### src/rtl/ex_mdu_if.sv
// EX-stage multiply/divide unit port bundle: pipeline-side controls and operands in,
// HI/LO and pipeline status out.
interface ex_mdu_if;
   logic        start;
   logic [1:0]  op;
   logic [31:0] a;
   logic [31:0] b;
   logic        hi_we;
   logic        lo_we;
   logic [31:0] wdata;
   logic        hilo_rd;
   logic        flush;
   logic [31:0] hi;
   logic [31:0] lo;
   logic        busy;
   logic        done;
   logic        stall_req;

   modport master (
      output start, op, a, b, hi_we, lo_we, wdata, hilo_rd, flush,
      input  hi, lo, busy, done, stall_req
   );

   modport slave (
      input  start, op, a, b, hi_we, lo_we, wdata, hilo_rd, flush,
      output hi, lo, busy, done, stall_req
   );
endinterface

### src/rtl/ex_mdu.sv
// Iterative MULT/MULTU/DIV/DIVU unit owning HI/LO: 33 cycles start-to-DONE, stalls the front end.
// MDU_FAST_MULT_EN: multiplies finish after one CALC cycle using a full combinational product.
module ex_mdu (
   input logic   clk,
   input logic   reset,
   ex_mdu_if.slave mdu
);
   typedef enum logic [1:0] {IDLE = 2'd0, CALC = 2'd1, DONE = 2'd2} state_t;

   state_t      state, state_nxt;
   logic [4:0]  cnt;
   logic [1:0]  op_q;
   logic [31:0] a_q, b_q;
   logic [31:0] hi_q, lo_q;
   logic [63:0] acc;

   logic        sgn_q, is_div, last;
   logic [31:0] b_mag, a_in_mag;
   logic [32:0] mul_sum, div_trial;
   logic [63:0] mul_nxt, div_nxt, acc_nxt, prod_mag;
   logic [31:0] q_mag, r_mag;
   logic [31:0] res_hi, res_lo;

   assign sgn_q    = ~op_q[0];
   assign is_div   = op_q[1];
   assign b_mag    = (sgn_q && b_q[31]) ? -b_q : b_q;
   assign a_in_mag = (!mdu.op[0] && mdu.a[31]) ? -mdu.a : mdu.a;

   // acc = {partial product | remainder, multiplier | quotient}; low half seeded with |a|
   assign mul_sum   = {1'b0, acc[63:32]} + {1'b0, b_mag};
   assign mul_nxt   = acc[0] ? {mul_sum, acc[31:1]} : {1'b0, acc[63:1]};
   assign div_trial = acc[63:31] - {1'b0, b_mag};
   assign div_nxt   = div_trial[32] ? {acc[62:0], 1'b0}
                                    : {div_trial[31:0], acc[30:0], 1'b1};
   assign acc_nxt   = is_div ? div_nxt : mul_nxt;

`ifdef MDU_FAST_MULT_EN
   assign last     = (cnt == 5'd31) || !is_div;
   assign prod_mag = {32'b0, acc[31:0]} * {32'b0, b_mag};
`else
   assign last     = (cnt == 5'd31);
   assign prod_mag = acc_nxt;
`endif

   assign q_mag = acc_nxt[31:0];
   assign r_mag = acc_nxt[63:32];

   always_comb begin
      logic [63:0] prod;
      prod   = (sgn_q && (a_q[31] ^ b_q[31])) ? -prod_mag : prod_mag;
      res_hi = prod[63:32];
      res_lo = prod[31:0];
      if (is_div) begin
         if (b_q == 32'd0) begin
            res_hi = a_q;
            res_lo = 32'hFFFF_FFFF;
         end else begin
            res_lo = (sgn_q && (a_q[31] ^ b_q[31])) ? -q_mag : q_mag;
            res_hi = (sgn_q && a_q[31]) ? -r_mag : r_mag;
         end
      end
   end

   always_ff @(posedge clk or posedge reset) begin
      if (reset) state <= IDLE;
      else       state <= state_nxt;
   end

   always_comb begin
      state_nxt = state;
      case (state)
         IDLE:    if (mdu.start && !mdu.flush) state_nxt = CALC;
         CALC:    if (mdu.flush)               state_nxt = IDLE;
                  else if (last)               state_nxt = DONE;
         DONE:    state_nxt = IDLE;
         default: state_nxt = IDLE;
      endcase
   end

   always_comb begin
      mdu.busy      = (state != IDLE);
      mdu.done      = (state == DONE);
      mdu.stall_req = (state == CALC) ||
                      (mdu.hilo_rd && state != IDLE) ||
                      (mdu.start && state != IDLE);
   end

   always_ff @(posedge clk or posedge reset) begin
      if (reset) begin
         cnt  <= 5'd0;
         op_q <= 2'd0;
         a_q  <= 32'd0;
         b_q  <= 32'd0;
         acc  <= 64'd0;
         hi_q <= 32'd0;
         lo_q <= 32'd0;
      end else begin
         case (state)
            IDLE: begin
               if (mdu.hi_we) hi_q <= mdu.wdata;
               if (mdu.lo_we) lo_q <= mdu.wdata;
               if (mdu.start && !mdu.flush) begin
                  op_q <= mdu.op;
                  a_q  <= mdu.a;
                  b_q  <= mdu.b;
                  cnt  <= 5'd0;
                  acc  <= {32'd0, a_in_mag};
               end
            end
            CALC: begin
               if (!mdu.flush) begin
                  cnt <= cnt + 5'd1;
                  acc <= acc_nxt;
                  if (last) begin
                     hi_q <= res_hi;
                     lo_q <= res_lo;
                  end
               end
            end
            default: ;
         endcase
      end
   end

   assign mdu.hi = hi_q;
   assign mdu.lo = lo_q;
endmodule
### src/flat_wrapper.sv
// flat-port wrapper written by rule: the top's interface ports become plain ports
module ex_mdu_flat 
  (clk, reset, mdu_start, mdu_op, mdu_a, mdu_b, mdu_hi_we, mdu_lo_we, mdu_wdata, mdu_hilo_rd, mdu_flush, mdu_hi, mdu_lo, mdu_busy, mdu_done, mdu_stall_req);
  ex_mdu_if mdu_i ();
  input logic clk;
  input logic reset;
  input wire logic [$bits(mdu_i.start)-1:0] mdu_start;
  input wire logic [$bits(mdu_i.op)-1:0] mdu_op;
  input wire logic [$bits(mdu_i.a)-1:0] mdu_a;
  input wire logic [$bits(mdu_i.b)-1:0] mdu_b;
  input wire logic [$bits(mdu_i.hi_we)-1:0] mdu_hi_we;
  input wire logic [$bits(mdu_i.lo_we)-1:0] mdu_lo_we;
  input wire logic [$bits(mdu_i.wdata)-1:0] mdu_wdata;
  input wire logic [$bits(mdu_i.hilo_rd)-1:0] mdu_hilo_rd;
  input wire logic [$bits(mdu_i.flush)-1:0] mdu_flush;
  output wire logic [$bits(mdu_i.hi)-1:0] mdu_hi;
  output wire logic [$bits(mdu_i.lo)-1:0] mdu_lo;
  output wire logic [$bits(mdu_i.busy)-1:0] mdu_busy;
  output wire logic [$bits(mdu_i.done)-1:0] mdu_done;
  output wire logic [$bits(mdu_i.stall_req)-1:0] mdu_stall_req;
  assign mdu_i.start = mdu_start;
  assign mdu_i.op = mdu_op;
  assign mdu_i.a = mdu_a;
  assign mdu_i.b = mdu_b;
  assign mdu_i.hi_we = mdu_hi_we;
  assign mdu_i.lo_we = mdu_lo_we;
  assign mdu_i.wdata = mdu_wdata;
  assign mdu_i.hilo_rd = mdu_hilo_rd;
  assign mdu_i.flush = mdu_flush;
  assign mdu_hi = mdu_i.hi;
  assign mdu_lo = mdu_i.lo;
  assign mdu_busy = mdu_i.busy;
  assign mdu_done = mdu_i.done;
  assign mdu_stall_req = mdu_i.stall_req;
  ex_mdu u_core (.clk(clk), .reset(reset), .mdu(mdu_i));
endmodule
### config.mk
export PLATFORM = sky130hd
export DESIGN_NAME = ex_mdu_flat
export DESIGN_NICKNAME = d
export VERILOG_FILES = /design/src/rtl/ex_mdu_if.sv /design/src/rtl/ex_mdu.sv /design/src/flat_wrapper.sv
export SDC_FILE = /design/constraint.sdc
export NUM_CORES = 1
export LEC_CHECK = 0
export ABC_AREA = 1
export CAP_MARGIN = 25
export CORE_MARGIN = 2
export CORE_UTILIZATION = 25
export DETAILED_ROUTE_END_ITERATION = 16
export HOLD_SLACK_MARGIN = 0.08
export PLACE_DENSITY = 0.42
export SETUP_SLACK_MARGIN = 0.05
export SYNTH_ARGS = -nofsm -noshare
export SYNTH_HDL_FRONTEND = slang
export SYNTH_SLANG_ARGS = --single-unit
### constraint.sdc
create_clock -name clk -period 9.5 [get_ports clk]
set_input_delay 2.375 -clock clk [delete_from_list [all_inputs] [get_ports clk]]
set_output_delay 2.375 -clock clk [all_outputs]
set_load 0.01 [all_outputs]
Word level (Yosys, flattened, before mapping)
Index checks and enable logic that the tools add are counted.
{"block": "totals", "elab_cells": 77, "regBits": 201, "inputBits": 105, "out_inout_bits": 67}
{"block": "op_classes", "n_bitwise": 2, "n_addsub": 8, "n_reduce_logical": 20, "n_eq_ne": 9, "n_mux": 30}
{"operator": "two-way mux 32 bit", "count": 14}
{"operator": "two-way mux 64 bit", "count": 6}
{"operator": "negator 32 bit", "count": 4}
{"operator": "one-hot mux 32 bit (2 select lines)", "count": 2}
{"operator": "one-hot mux 64 bit (2 select lines)", "count": 1}
{"operator": "negator 64 bit", "count": 1}
{"operator": "adder 32 x 32 -> 33 bit", "count": 1}
{"operator": "subtractor 33 x 32 -> 33 bit", "count": 1}
{"operator": "zero test 32 bit", "count": 1}
{"operator": "two-way mux 5 bit", "count": 2}
{"operator": "one-hot mux 5 bit (2 select lines)", "count": 1}
{"operator": "AND reduction 4 bit", "count": 2}
{"operator": "logical AND 1 bit", "count": 7}
{"operator": "two-way mux 2 bit", "count": 3}
{"operator": "inequality test 2 bit, second input constant", "count": 3}
{"operator": "adder 5 x 1 -> 5 bit, second input constant", "count": 1}
{"operator": "== test 5 bit, second input constant", "count": 1}
{"operator": "inequality test 2 x 1 -> 1 bit, second input constant", "count": 2}
{"operator": "one-hot mux 2 bit (2 select lines)", "count": 1}
{"operator": "AND reduction 2 bit", "count": 2}
{"operator": "nonzero test 2 bit", "count": 2}
{"operator": "inequality test 3 x 2 -> 1 bit, second input constant", "count": 1}
{"operator": "AND reduction 3 bit", "count": 1}
{"operator": "== test 2 x 1 -> 1 bit, second input constant", "count": 1}
{"operator": "6 further kinds", "count": 8}

Depth between registers and ports, before layout
{"block": "logic_depth", "depth_word": 13, "depth_mapped": 50, "ltp_nobuf": 50}

Worst setup path before layout
No wires, ideal clock.
{"block": "synth_path", "path_type": "register to register", "startpoint": "register u_core.b_q[0]", "endpoint": "register u_core.hi_q[18] (netlist: u_core.mdu.hi[18])", "period_less_slack_ns": 5.700, "path_buffers": 0, "setup_ns": 0.077, "arrival_ns": 5.623, "required_ns": 9.423, "path_stages_with_launch": 46, "setup_slack_ns": 3.800, "path_cell_list": "dfrtp_1 -> nor3_1 -> inv_1 -> nor3_1 -> inv_1 -> nor3_1 -> inv_1 -> nor3_1 -> inv_1 -> nor3_1 -> inv_1 -> nor3_1 -> nand2_1 -> nand2_1 -> nand2_1 -> a21oi_1 -> o21ai_0 -> xor2_1 -> [... 10 more ...] -> ha_1 -> nand3_1 -> nor2_1 -> nand3_1 -> inv_1 -> nand3_2 -> inv_1 -> nand4_1 -> nor2_1 -> nand3_1 -> nand3b_1 -> o21ai_2 -> o21ai_1 -> nand2_1 -> nand3_1 -> nand2_1 -> nand2_1 -> a21oi_1"}
{"block": "synth_between", "elab_chain_cells": 12, "word_cells_on_any_way": 17, "cone_classes": "add/sub (5); mux (11); reduce/logical (1)"}
{"element": "from (decl)", "line": "ex_mdu.sv:13", "text": "logic [31:0] a_q, b_q;"}
{"element": "from (signal assigned)", "line": "ex_mdu.sv:105", "text": "b_q <= mdu.b;"}
{"element": "negator 32 bit", "line": "ex_mdu.sv:26", "text": "assign b_mag = (sgn_q && b_q[31]) ? -b_q : b_q;"}
{"element": "two-way mux 32 bit", "line": "ex_mdu.sv:26"}
{"element": "subtractor 33 x 32 -> 33 bit / adder 32 x 32 -> 33 bit (equally long branches)", "line": "ex_mdu.sv:32, ex_mdu.sv:30"}
{"element": "two-way mux 64 bit, on equally long branches", "line": "ex_mdu.sv:33, ex_mdu.sv:31"}
{"element": "two-way mux 64 bit", "line": "ex_mdu.sv:35", "text": "assign acc_nxt = is_div ? div_nxt : mul_nxt;"}
{"element": "negator 32 bit", "line": "ex_mdu.sv:59", "text": "res_hi = (sgn_q && a_q[31]) ? -r_mag : r_mag;"}
{"element": "two-way mux 32 bit", "line": "ex_mdu.sv:59"}
{"element": "two-way mux 32 bit", "line": "ex_mdu.sv:54", "text": "if (b_q == 32'd0) begin"}
{"element": "two-way mux 32 bit *", "line": "ex_mdu.sv:53", "text": "if (is_div) begin"}
{"element": "two-way mux 32 bit *", "line": "ex_mdu.sv:114", "text": "if (last) begin"}
{"element": "two-way mux 32 bit *", "line": "ex_mdu.sv:111", "text": "if (!mdu.flush) begin"}
{"element": "one-hot mux 32 bit (2 select lines) *", "line": "ex_mdu.sv:98", "text": "case (state)"}
{"element": "to (signal assigned)", "line": "ex_mdu.sv:100", "text": "if (mdu.hi_we) hi_q <= mdu.wdata;"}
{"element": "to (signal assigned)", "line": "ex_mdu.sv:115", "text": "hi_q <= res_hi;"}
{"element": "to (decl)", "line": "ex_mdu.sv:14", "text": "logic [31:0] hi_q, lo_q;"}
Every way passes the cells marked *; elsewhere a longest branch is shown, timed or not. The select of a mux whose other input is x is not followed.
A chain may end at the register's enable or synchronous reset.

Final worst setup path
{"block": "layout_path", "startpoint": "register u_core.b_q[0]", "endpoint": "register u_core.hi_q[4] (netlist: u_core.mdu.hi[4])"}
Same word-level chain as after synthesis.

==> summary.txt <==
Clock network
  – Post-cts sizing count: 0
  – Root buffer cell: clkbuf_16
  – CTS buffer count: 27
  – CTS sink count: 201
  – Worst-case clock buffer depth: 3
  – Later-pin clock latency in the skew report: 0.61 ns
  – Post-cts hold buffer count: 0
  – CTS tree: built
  – Postcts setup bufs: 0
  – CTS HTree Levels: 1
  – CTS clock-pin slew for the worst setup and hold paths: 0.06 ns

Floorplanning
  – Die Wd: 284.7 um
  – Die H: 284.7 um
  – IO Pins: 172
  – FP Rows: 102
  – Initial core utilization: 0.2535
  – CORE AREA: 77,720 um2
  – Total die area: 81,060 um2

Global route
  – Global-route wire length before repair: 137,700 um
  – Vias in the first global route: 20,470
  – Largest net degree at the start of global routing: 158
  – Global-route usage over all layers: 0.2242
  – Aggregate global routing overflow: 0
  – Initial antenna violation count: 1

Placement
  – Number of port buffers: 171
  – Post-DP HPWL: 74,690 um
  – Routability Congestion: 0.9280

Synth
  – Mux contribution to synthesized area: 0
  – Most frequent cells after synthesis: nand2_1, inv_1, nor2_1
  – Register area share after synthesis: 0.2553
  – Async SR Flop Fraction: 1.000
  – Leading area contributor after synthesis: dfrtp_1
  – Top post-synthesis cells by area: dfrtp_1, nand2_1, inv_1
  – Number of synthesized register bits: 201
  – EDFF count, synth: 0
  – Cell Area, Synth: 19,700 um2
  – Largest family of logic cells by synthesized area: simple AND/OR/NAND/NOR gates
  – Syn Area/Cell: 5.981 um2
  – Synth cell types: 53
  – Synthesized Nets: 3,471
  – Synth Area in Adders: 0.04649
  – Synth warn: 0
  – Compound-Gate Fraction of Synth Area: 0.1646
  – Post-synthesis simple-gate area fraction: 0.3797
  – Main flop type after synthesis: dfrtp_1
  – Area share of xor/xnor cells in the synthesized design: 0.03201
  – Most numerous cell in the Yosys netlist: nand2_1
  – Synth Instances: 3,294
  – Synth top area share: 0.2553

Detailed routing
  – Via Count: 21,780
  – Starting DRC count in detailed routing: 2,067
  – DR vias/cell: 4.879
  – Final WL: 93,440 um
  – Final ANT Viol Nets: 0
  – DR DRC count: 0
  – Pre-antenna DRT Iters: 9
  – Wirelength per Cell: 20.93 um

Finish
  – Finished Core Util: 0.2998
  – Final #Nets: 3,581
  – Area delta synth->final: 18.29%
  – Fraction of layout cells with a size suffix above 1: 0.05405

Setup path
  – Arrival time worst endpoint: 7.94 ns
  – Required time of the critical path: 9.96 ns
  – CP Max Fanout: 10
  – Critical path type: register to register
  – CP max stage cell: nor4_1
  – Worst setup SP type: register
  – Critical path endpoint category: register
  – Most frequent CP cell: nand2_1
  – CP peak stage delay: 0.61 ns

STA
  – Tcrit/Tclk final: 0.7866
  – Setup TNS: 0 ns
  – Worst hold slack: 0.4825 ns
  – Least-Margin Pin Slew: 1.023 ns
  – Final Setup Violations: 0
  – Tmin final: 7.473 ns
  – Setup Skew: 0.02651 ns
  – Final Hold Vio Count: 0
  – Relative slew slack: 0.3182
  – Max-slew violation count: 0
  – RSZ-0062 raised after global routing: false
  – Fmax: 133.8 MHz

Power
  – Worst VDD drop: 0.0002214 V
  – Power Dens Cells: 368.8 nW/um2
  – Leak: 11.55 nW

Run status
  – Status: completed

Hold path
  – Min-delay worst type: register to register

Run
  – Max-cap violations: 0
power breakdown:
| part | switching [mW] | leakage [nW] | internal [mW] | total [mW] |
|---|---|---|---|---|
| clock | 0.457 | 0.422 | 0.598 | 1.06 |
| sequential | 0.274 | 2.44 | 1.10 | 1.38 |
| combinational | 4.34 | 8.69 | 1.82 | 6.16 |
| total | 5.08 | 11.6 | 3.52 | 8.59 |
path summary, 6_finish.rpt:
path	start	end	slack [ns]	depth (start not counted)
max in group asynchronous	reset	u_core.mdu.hi[21]$_DFFE_PP0P_	5.98	3
min reg2reg	u_core.acc[29]$_DFFE_PP0P_	u_core.acc[29]$_DFFE_PP0P_	0.48	2
min	u_core.acc[29]$_DFFE_PP0P_	u_core.acc[29]$_DFFE_PP0P_	0.48	2
min in group asynchronous	reset	u_core.b_q[28]$_DFFE_PP0P_	2.19	2
max reg2reg	u_core.b_q[0]$_DFFE_PP0P_	u_core.mdu.hi[4]$_DFFE_PP0P_	2.03	41
max	u_core.b_q[0]$_DFFE_PP0P_	u_core.mdu.hi[4]$_DFFE_PP0P_	2.03	41
cell families after synthesis:
logic type      after synthesis
compound gates              579
xor+xnor                     72
fa+ha+maj                    72
buf+inv                     620
flops                       201
simple gates               1750
through the flow:
step | instances | instance area (um2) | power [mW] | worst slack [ns]
2_1_floorplan | 3294 | 19700 | 5.313 | 1.643
3_3_place_gp | 4415 | 22440 | 7.520 | 2.265
3_5_place_dp | 4415 | 22440 | 7.479 | 2.104
4_1_cts | 4463 | 23300 | 8.578 | 2.094
5_1_grt | 4464 | 23300 | 9.294 | 1.209
6_report | 4464 | 23300 | 8.595 | 2.027
critical path, delay by kind of cell (launching register included):
kind,cells,cell delay [ns]
flops,1,0.42
compound gates,7,1.32
buf+inv,7,0.69
simple gates,24,4.15
fa+ha+maj,2,0.53
xor+xnor,1,0.19
state kept, by name (all words and copies together) (netlist names):
register	flops
u_core.state	2
u_core.mdu.hi	32
u_core.op_q	2
u_core.b_q	32
u_core.cnt	5
u_core.a_q	32
u_core.acc	64
u_core.mdu.lo	32
routing by layer:
| metal | GRT usage | wire (um) | share of wire |
|---|---|---|---|
| met1 | 0.3366 | 46500 | 0.50 |
| met2 | 0.3489 | 40610 | 0.43 |
| met3 | 0.02030 | 4768 | 0.051 |
| met4 | 0.03974 | 1565 | 0.017 |
| met5 | 0 | 0 | 0 |
cell type report:
class                      count  area, um2
clock inverter                 6      72.57
tap                         1040       1301
clock buffer                  42      792.0
fill                        8799      54420
timing repair buffer         194       1897
inverter                     507       1911
sequential                   201       5034
multi-input combinational   2473      12290
antenna                        1      2.502
cells in the final DEF (no fill, tap or decap), drive strengths merged, types with 3 or more instances in the layout:
cell type         n
a211oi            4
a21o              5
a21oi           191
a31oi            24
and2              7
and3              3
buf              23
clkbuf           42
clkdlybuf4s50   171
clkinv            3
dfrtp           201
ha               70
inv             508
nand2          1021
nand3           261
nand3b           11
nand4            26
nor2            356
nor3             47
nor4              6
o211ai           28
o21a              3
o21ai           248
o21bai           13
o22ai            32
o2bb2ai           3
o311ai            6
o31ai            10
or2              12
xnor2            11
xor2             61
Power figures use the tool's default switching activity.
